File: config.mk
export PLATFORM = sky130hd
export DESIGN_NAME = mem_scan_unit
export DESIGN_NICKNAME = d
export VERILOG_FILES = /design/src/rtl/mem_scan_unit.sv
export SDC_FILE = /design/constraint.sdc
export NUM_CORES = 1
export LEC_CHECK = 0
export ABC_AREA = 0
export BUFFER_PORTS_ARGS = -buffer_cell sky130_fd_sc_hd__buf_2
export CAP_MARGIN = 20
export CORE_ASPECT_RATIO = 1.5
export CORE_MARGIN = 2
export CORE_UTILIZATION = 27
export DETAILED_ROUTE_END_ITERATION = 10
export SKIP_LAST_GASP = 1
export SYNTH_ARGS = -nofsm -noshare
export SYNTH_HDL_FRONTEND = slang
export SYNTH_SLANG_ARGS = --single-unit
File: constraint.sdc
create_clock -name clk -period 3.45 [get_ports clk]
set_clock_uncertainty 0.1 [all_clocks]
set_input_delay 0.1725 -clock clk [delete_from_list [all_inputs] [get_ports clk]]
set_output_delay 0.1725 -clock clk [all_outputs]
set_load 0.01 [all_outputs]
File: src/rtl/mem_scan_unit.sv
// Read-only scanner for RAM port B: walks a wrapping address window after a start
// pulse and reports the unsigned sum, maximum value and earliest address of that maximum.
module mem_scan_unit #(
    parameter int ADDR_W = 6,
    parameter int DATA_W = 32,
    parameter int RD_LAT = 1,
    parameter int SUM_W  = DATA_W + ADDR_W
) (
    input  logic              clk,
    input  logic              rst,
    input  logic              start,
    input  logic [ADDR_W-1:0] base_addr,
    input  logic [ADDR_W:0]   count,
    output logic [ADDR_W-1:0] addrb,
    input  logic [DATA_W-1:0] doutb,
    output logic              busy,
    output logic              done,
    output logic [SUM_W-1:0]  sum,
    output logic [DATA_W-1:0] max_val,
    output logic [ADDR_W-1:0] max_addr
);

    typedef enum logic [1:0] {IDLE, ISSUE, DRAIN, DONE} state_t;

    localparam logic [RD_LAT-1:0] PIPE_ONE  = 1;
    localparam logic [RD_LAT-1:0] LAST_ONLY = PIPE_ONE << (RD_LAT - 1);

    state_t                         state_reg, state_next;
    logic [ADDR_W:0]                rem_reg;
    logic [ADDR_W-1:0]              addr_reg;
    logic                           first_reg;
    logic [SUM_W-1:0]               sum_reg;
    logic [DATA_W-1:0]              max_val_reg;
    logic [ADDR_W-1:0]              max_addr_reg;
    logic [RD_LAT-1:0]              pipe_v_reg, pipe_v_next;
    logic [RD_LAT-1:0][ADDR_W-1:0]  pipe_a_reg, pipe_a_next;

    logic issue_v;
    logic sample_v;
    logic [ADDR_W-1:0] sample_addr;

    assign issue_v     = (state_reg == ISSUE);
    assign sample_v    = pipe_v_reg[RD_LAT-1];
    assign sample_addr = pipe_a_reg[RD_LAT-1];

    // Each stage carries the valid flag and address of one outstanding read.
    genvar gi;
    generate
        for (gi = 0; gi < RD_LAT; gi++) begin : g_pipe
            if (gi == 0) begin : g_head
                assign pipe_v_next[gi] = issue_v;
                assign pipe_a_next[gi] = addr_reg;
            end else begin : g_tail
                assign pipe_v_next[gi] = pipe_v_reg[gi-1];
                assign pipe_a_next[gi] = pipe_a_reg[gi-1];
            end
        end
    endgenerate

    always_ff @(posedge clk or posedge rst) begin
        if (rst) begin
            state_reg  <= IDLE;
            pipe_v_reg <= '0;
            pipe_a_reg <= '0;
        end else begin
            state_reg  <= state_next;
            pipe_v_reg <= pipe_v_next;
            pipe_a_reg <= pipe_a_next;
        end
    end

    always_comb begin
        state_next = state_reg;
        case (state_reg)
            IDLE:  if (start) state_next = (count == '0) ? DONE : ISSUE;
            ISSUE: if (rem_reg == 1) state_next = DRAIN;
            // In DRAIN nothing new enters the pipe, so a lone top bit is the final sample.
            DRAIN: if (pipe_v_reg == LAST_ONLY) state_next = DONE;
            DONE:  state_next = IDLE;
            default: state_next = IDLE;
        endcase
    end

    always_ff @(posedge clk or posedge rst) begin
        if (rst) begin
            rem_reg      <= '0;
            addr_reg     <= '0;
            first_reg    <= 1'b0;
            sum_reg      <= '0;
            max_val_reg  <= '0;
            max_addr_reg <= '0;
        end else begin
            if (state_reg == IDLE && start) begin
                addr_reg     <= base_addr;
                rem_reg      <= count;
                first_reg    <= 1'b1;
                sum_reg      <= '0;
                max_val_reg  <= '0;
                max_addr_reg <= '0;
            end
            if (issue_v) begin
                rem_reg <= rem_reg - 1'b1;
                if (rem_reg != 1) addr_reg <= addr_reg + 1'b1;
            end
            if (sample_v) begin
                sum_reg   <= sum_reg + SUM_W'(doutb);
                first_reg <= 1'b0;
                if (first_reg || doutb > max_val_reg) begin
                    max_val_reg  <= doutb;
                    max_addr_reg <= sample_addr;
                end
            end
        end
    end

    assign addrb    = addr_reg;
    assign busy     = (state_reg != IDLE);
    assign done     = (state_reg == DONE);
    assign sum      = sum_reg;
    assign max_val  = max_val_reg;
    assign max_addr = max_addr_reg;

endmodule
==> out/metrics.cfg, run 1 <==
[power_and_ir_drop]
power.density_cell_area_mw_per_mm2 = 862
power.leakage_nw = 4.54
irDropWorstVdd_uv = 421

[timing]
minimum_period_implied_by_the_final_worst_setup_slack_ns = 3.03
rsz_0062_raised_after_global_routing = no
finalSetupViolations = 0
timing_worst_slew_pin_value_ns = 1.01
timing.slew.headroom_pct = 32.3
final_min_period_over_clock_period_pct = 87.8
timing.hold.ws_ns = 0.0141
clock.fmax_mhz = 330
final_setup_slack_of_the_worst_path_ns = 0.421
final_hold_viol_count = 0
timing_max_transition_violations_final = 0
setup_tns_ns = 0

[final_layout]
share_of_final_layout_standard_cells_stronger_than_drive_strength_1_pct = 17.9
layout-area-overhead-vs-synth_pct = 23.3
finalNetCount = 1094
largest_reg_flops = 38
post-route-util_pct = 33.9
antenna_cells = 0

[worst_setup_path]
worst-path-max-fanout = 5
critPathRequiredTime_ns = 3.56
r2r-start = sum[1]
critPathCaptureType = flop
worst_ep_arrival_time_ns = 3.14
setup.worst_path.class = primary input to flop
path_cells = dlygate4sd3_1 -> buf_2 -> ha_1 -> a21oi_2 -> o211ai_2 -> o311a_1 -> o31ai_2 -> a22oi_1 -> o31ai_2 -> xor2_1 -> o21ai_1
crit_path_frequent_cell = sky130_fd_sc_hd__o31ai_2
critPathSlowestCell = sky130_fd_sc_hd__dlygate4sd3_1
reg2reg_slack_ns = 0.50
cp_num_buf_inv = 2
crit_start_category = primary input
crit_path_max_incr_delay_ns = 0.53
worst_setup_path_startpoint = doutb[4]
timing.critical_path.max_delay_family = compound AO/OA/AOI/OAI gates

[synthesis]
synthDominantAreaCellType = sky130_fd_sc_hd__dfrtp_1
syn-num-nets = 937
post-synth-top-area-fraction_pct = 35.0
synthMostInstantiatedCell = sky130_fd_sc_hd__nand2_1
post_synth_most_frequent_cells = 119 x sky130_fd_sc_hd__nand2_1, 99 x sky130_fd_sc_hd__dfrtp_1, 85 x sky130_fd_sc_hd__inv_1
most_instantiated_flip_flop_cell_in_the_synthesis_netlist = sky130_fd_sc_hd__dfrtp_1
synth_edf_count = 0
yosysWarnings = 0
synth.area.top_cells = sky130_fd_sc_hd__dfrtp_1 35%, sky130_fd_sc_hd__ha_1 13%, sky130_fd_sc_hd__nand2_1 6.3%, sky130_fd_sc_hd__mux2i_1 5.9%, sky130_fd_sc_hd__inv_1 4.5%
syn_inst = 816
syn-cell-area_mm2 = 0.00708
asyncSetResetFlopFracSynth_pct = 100
synthesis.area_per_instance_um2 = 8.68
synth.lib_cells_used.distinct = 66
seq_cells_post_synth = 99
synth_sequential_area_ratio_pct = 35.0

[floorplanning]
die_area_mm2 = 0.0276
core_area_mm2 = 0.0258
fp.dieW_um = 136
num_rows = 72
design.portCount = 132
start_util_pct = 27.5
floorplan.die.height_um = 202

[drt]
detail-route-antenna-nets = 0
detail_route.vias_per_cell = 4.83
dr_total_vias = 6326
route.final.wire_length_um = 20500
firstDrtPassIters = 4
routed_wire_length_per_instance_um = 15.6
remaining_drc_errors = 0
drt_first_iter_violations = 396

[global_routing]
first_pass_grt_wire_length_um = 33200
groute.usage.overall_pct = 15.3
grt_overflow = 0
antenna_found_initial = 0
grt_pass1_vias = 6384
grt_start_max_net_pins = 60

[clock_tree]
clk_transition_reported_paths_ns = 0.07
clock_tree.root_cell = sky130_fd_sc_hd__clkbuf_16
cts-buffers-inserted = 9
cts-root-to-sink-buffers = 2
clkLatencyLatePin_ns = 0.36
cts-resized-gates = 0
cts_tree = done
cts_max_level = 3
numClockSinks = 99

[status]
outcome = finished, final reports clean

[job]
maxCapViolCount = 0

[place]
hpwlAfterDp_um = 15800
buffer_ports.inserted = 131
gp_congestion = 0.894
dp_slack_ns = 0.528

[hold_path]
min-delay-path-class = primary input to flop
min-delay-start = doutb[0]

[metrics by stage]
| stage | cell area, um2 | total power, mW | cells |
|---|---|---|---|
| 2_1_floorplan | 7080 | 5.20 | 816 |
| 3_3_place_gp | 8060 | 6.44 | 1257 |
| 3_5_place_dp | 8060 | 6.52 | 1257 |
| 4_1_cts | 8730 | 7.64 | 1311 |
| 5_1_grt | 8730 | 8.26 | 1311 |
| 6_report | 8730 | 7.53 | 1311 |
[worst reg2reg max path: cells and delay by family (launching register included)]
| kind | cells | cell delay, ns |
|---|---|---|
| AO/OA/AOI/OAI | 7 | 1.83 |
| XOR/XNOR | 1 | 0.19 |
| adder cells (fa/ha/maj) | 1 | 0.29 |
| flip-flops | 1 | 0.42 |
[layer usage]
layer / global-route usage, % / up-vias / part of all wire, %
li1: - / 3163 / -
met2: 28.1 / 106 / 54
met3: 2.68 / 30 / 3.5
met1: 17.1 / 3027 / 40
met4: 6.06 / 0 / 3.0
met5: 0 / - / 0
[cells by family (layout without fill, tap and decap cells)]
family / after synthesis / after routing / synth area share [%]
xor gates and xnor gates: 30 / 30 / 3.71
AOI/OAI and AO/OA: 211 / 211 / 19.0
buffers and inverters: 117 / 279 / 7.15
and+or+nand+nor: 244 / 244 / 16.3
adders and majority gates: 73 / 73 / 13.0
DFF: 99 / 99 / 35.0
muxes: 42 / 42 / 5.94
[area by class of cell]
cell class	instances	area, um2
inverter	85	322
multi-input combinational	600	4110
clock buffer	10	229
tap	333	417
sequential	99	2480
timing repair buffer	178	1120
clock inverter	6	63.8
fill	2766	17000
[worst paths after layout]
check,cells after the start,endpoint
max in group asynchronous,4,addrb[3]
min,3,max_val[0]
min reg2reg,0,pipe_a_reg[5]
max reg2reg,9,sum[31]
min in group asynchronous,3,rem_reg[3]
max,11,sum[31]
[power breakdown]
part | switching, mW | internal [mW]
registers | 0.441 | 1.68
clock network | 0.475 | 0.564
logic | 2.56 | 1.81
total | 3.47 | 4.06
[timing repair]
item,4_1_cts,5_1_grt
endpoints found under the setup margin,0,0
hold endpoints to repair,95,0
hold buffers,38,0
setup buffers,0,0
[cells in the final DEF (no fill, tap or decap), types with 3 or more instances in the layout]
cell type                       Yosys  routed
sky130_fd_sc_hd__buf_2              6     131
sky130_fd_sc_hd__nand2_1          119     118
sky130_fd_sc_hd__dfrtp_1           99      99
sky130_fd_sc_hd__inv_1             85      84
sky130_fd_sc_hd__ha_1              72      72
sky130_fd_sc_hd__a21oi_1           54      54
sky130_fd_sc_hd__o21ai_0           52      52
sky130_fd_sc_hd__mux2i_1           42      42
sky130_fd_sc_hd__dlygate4sd3_1      0      38
sky130_fd_sc_hd__nor2_1            32      31
sky130_fd_sc_hd__a21o_1            24      24
sky130_fd_sc_hd__nand3_1           21      21
sky130_fd_sc_hd__xor2_1            18      18
sky130_fd_sc_hd__nand4_1           17      17
sky130_fd_sc_hd__o21bai_1          12      12
sky130_fd_sc_hd__xnor2_1           12      12
sky130_fd_sc_hd__nor3_1            10      10
sky130_fd_sc_hd__clkbuf_16          0       9
sky130_fd_sc_hd__o21ai_1            8       8
sky130_fd_sc_hd__buf_4              1       8
sky130_fd_sc_hd__o22ai_1            7       7
sky130_fd_sc_hd__o211ai_1           7       7
sky130_fd_sc_hd__nor2b_1            7       7
sky130_fd_sc_hd__or3_1              6       6
sky130_fd_sc_hd__o21a_1             6       6
sky130_fd_sc_hd__and3_1             6       6
sky130_fd_sc_hd__nand2b_1           6       6
sky130_fd_sc_hd__a211oi_1           5       5
sky130_fd_sc_hd__a31oi_1            5       5
sky130_fd_sc_hd__and4_1             5       5
sky130_fd_sc_hd__a21oi_2            4       4
sky130_fd_sc_hd__nand3b_1           3       3
sky130_fd_sc_hd__o31ai_2            2       3
sky130_fd_sc_hd__a22o_1             3       3
No activity file was read; power rests on OpenSTA's default activity.
==> run 2: changes to the inputs <==
--- a/config.mk
+++ b/config.mk
@@ -12,3 +12,3 @@
 export CORE_MARGIN = 2
-export CORE_UTILIZATION = 27
+export CORE_UTILIZATION = 25
 export DETAILED_ROUTE_END_ITERATION = 10
==> constraint.sdc (replaced) <==
create_clock -name clk -period 3.45 [get_ports clk]
set_clock_uncertainty 0.1 [all_clocks]
set_input_delay 0.5175 -clock clk [delete_from_list [all_inputs] [get_ports clk]]
set_output_delay 0.5175 -clock clk [all_outputs]
set_load 0.01 [all_outputs]
==> out/metrics.cfg, run 2 (same netlist as run 1, synthesis figures left out) <==
[status]
outcome = finished, final reports clean

[hold_path]
min-delay-path-class = primary input to async pin

[worst_setup_path]
worst_ep_arrival_time_ns = 3.01  ; -0.13 ns
crit_start_category = flop
setup.worst_path.class = flop to flop
critPathCaptureType = flop
critPathRequiredTime_ns = 3.60  ; +0.04 ns
worst-path-max-fanout = 5  ; unchanged

[final_layout]
share_of_final_layout_standard_cells_stronger_than_drive_strength_1_pct = 19.0  ; +1.1 points
layout-area-overhead-vs-synth_pct = 18.7
instances_no_fill = 1290  ; -1.6%
largest_reg_flops = 38  ; unchanged
finalNetCount = 1059  ; -3.2%
post-route-util_pct = 30.1  ; -3.8 points
final_cell_mix = 131 x sky130_fd_sc_hd__buf_2, 118 x sky130_fd_sc_hd__nand2_1, 99 x sky130_fd_sc_hd__dfrtp_1, 84 x sky130_fd_sc_hd__inv_1, 72 x sky130_fd_sc_hd__ha_1
final_common_cell = sky130_fd_sc_hd__buf_2

[clock_tree]
cts_max_level = 3  ; unchanged
clkLatencyLatePin_ns = 0.38  ; +0.02 ns
cts-hold-fix-buffers = 0  ; -100%
clock_tree.root_cell = sky130_fd_sc_hd__clkbuf_16
clk_transition_reported_paths_ns = 0.08  ; about the same
cts-resized-gates = 0  ; unchanged
cts-root-to-sink-buffers = 2  ; unchanged
cts-buffers-inserted = 9  ; unchanged
numClockSinks = 99  ; unchanged
post_cts_setup_buffer_count = 0  ; unchanged
cts_tree = done

[place]
hpwlAfterDp_um = 16300  ; +3.0%
gp_congestion = 0.883  ; -1.2%
post-place-cells = 1272  ; +1.2%
buffer_ports.inserted = 131  ; unchanged

[job]
maxCapViolCount = 0  ; unchanged

[drt]
routed_wire_length_per_instance_um = 16.0  ; +2.2%
detail_route.vias_per_cell = 4.83  ; +0.10%
firstDrtPassIters = 6  ; +2
drt_first_iter_violations = 344  ; -13%
route.final.wire_length_um = 20600  ; +0.53%
detail-route-antenna-nets = 0  ; unchanged
remaining_drc_errors = 0  ; unchanged
dr_total_vias = 6231  ; -1.5%

[power_and_ir_drop]
irDropWorstVdd_uv = 319  ; -24%
power.density_cell_area_mw_per_mm2 = 901  ; +4.5%
power.leakage_nw = 4.41  ; -2.9%
design_power_total_mw = 7.58  ; +0.61%

[timing]
final_min_period_over_clock_period_pct = 82.9  ; -4.9 points
setup_tns_ns = 0  ; unchanged
timing.hold.ws_ns = 0.179  ; +0.165 ns
finalSetupViolations = 0  ; unchanged
rsz_0062_raised_after_global_routing = no
timing_max_transition_violations_final = 0  ; unchanged
clock.fmax_mhz = 350  ; +5.9%
minimum_period_implied_by_the_final_worst_setup_slack_ns = 2.86  ; -0.168 ns
timing_worst_slew_pin_value_ns = 0.893  ; -0.117 ns
timing.slew.headroom_pct = 40.3  ; +8.0 points
final_hold_viol_count = 0  ; unchanged

[floorplanning]
num_rows = 75  ; +4.2%
die_area_mm2 = 0.0297  ; +7.8%
fp.dieW_um = 141  ; +3.8%
floorplan.die.height_um = 210  ; +3.8%
core_area_mm2 = 0.0280  ; +8.5%
start_util_pct = 25.3  ; -2.2 points
design.portCount = 132  ; unchanged

[global_routing]
antenna_found_initial = 1  ; +1
first_pass_grt_wire_length_um = 32100  ; -3.3%
grt_overflow = 0  ; unchanged
grt_pass1_vias = 6093  ; -4.6%
grt_start_max_net_pins = 60  ; unchanged
groute.usage.overall_pct = 13.9  ; -1.4 points

## run 2: cell types whose count changed in the layout (fill, tap and decap cells not counted), sizes merged
cell	delta
bufinv	-1
clkinvlp	-2
buf	+3
inv	+3
dlygate4sd3	-38
clkinv	+1
diode	+1
clkbuf	-1
## run 2: worst max-delay path, cell delays in order (launching register included)
cell	delay (ns)
sky130_fd_sc_hd__dfrtp_1	0.42
sky130_fd_sc_hd__ha_1	0.37
sky130_fd_sc_hd__a21oi_2	0.22
sky130_fd_sc_hd__o211ai_2	0.17
sky130_fd_sc_hd__o311a_1	0.37
sky130_fd_sc_hd__o31ai_2	0.32
sky130_fd_sc_hd__a22oi_1	0.21
sky130_fd_sc_hd__o31ai_2	0.32
sky130_fd_sc_hd__xor2_1	0.17
sky130_fd_sc_hd__o21ai_1	0.07
## run 2: path summary, 6_finish.rpt
| check | start | endpoint | slack, ns | depth (start not counted) |
|---|---|---|---|---|
| setup / recovery | sum[4] | sum[31] | 0.59 | 9 |
| min in group clk | base_addr[0] | addrb[0] | 0.28 | 3 |
| hold / removal | rst | state_reg[1] | 0.18 | 2 |
| max in group asynchronous | rst | max_val[17] | 2.33 | 3 |
| hold reg to reg | addrb[5] | pipe_a_reg[5] | 0.33 | 0 |
| setup reg to reg | sum[4] | sum[31] | 0.59 | 9 |
## run 2: cell type report
class,count,area (um2)
Antenna cell,1,2.50
Clock buffer,9,225
Clock inverter,7,78.8
Fill cell,3004,19600
Inverter,85,322
Multi-Input combinational cell,600,4110
Sequential cell,99,2480
Tap cell,346,433
Timing Repair Buffer,143,758
## run 2: where the power goes
part           switching, mW  internal [mW]
combinational           2.59           1.80
sequential             0.439           1.68
clock                  0.548          0.517
## run 2: routing by layer
metal  share of wire, %  track usage (%)  vias up
met1                 39             14.9     2990
met3                3.9             3.13       37
met5                  0                0        -
met4                4.2             7.34        0
li1                   -                -     3097
met2                 53             25.4      107
## run 2: stage by stage
step | instance area [um2] | worst slack, ns
2_1_floorplan | 7080 | 0.242
3_3_place_gp | 8090 | 0.384
3_5_place_dp | 8090 | 0.315
4_1_cts | 8400 | 0.554
5_1_grt | 8400 | 0.378
6_report | 8410 | 0.589
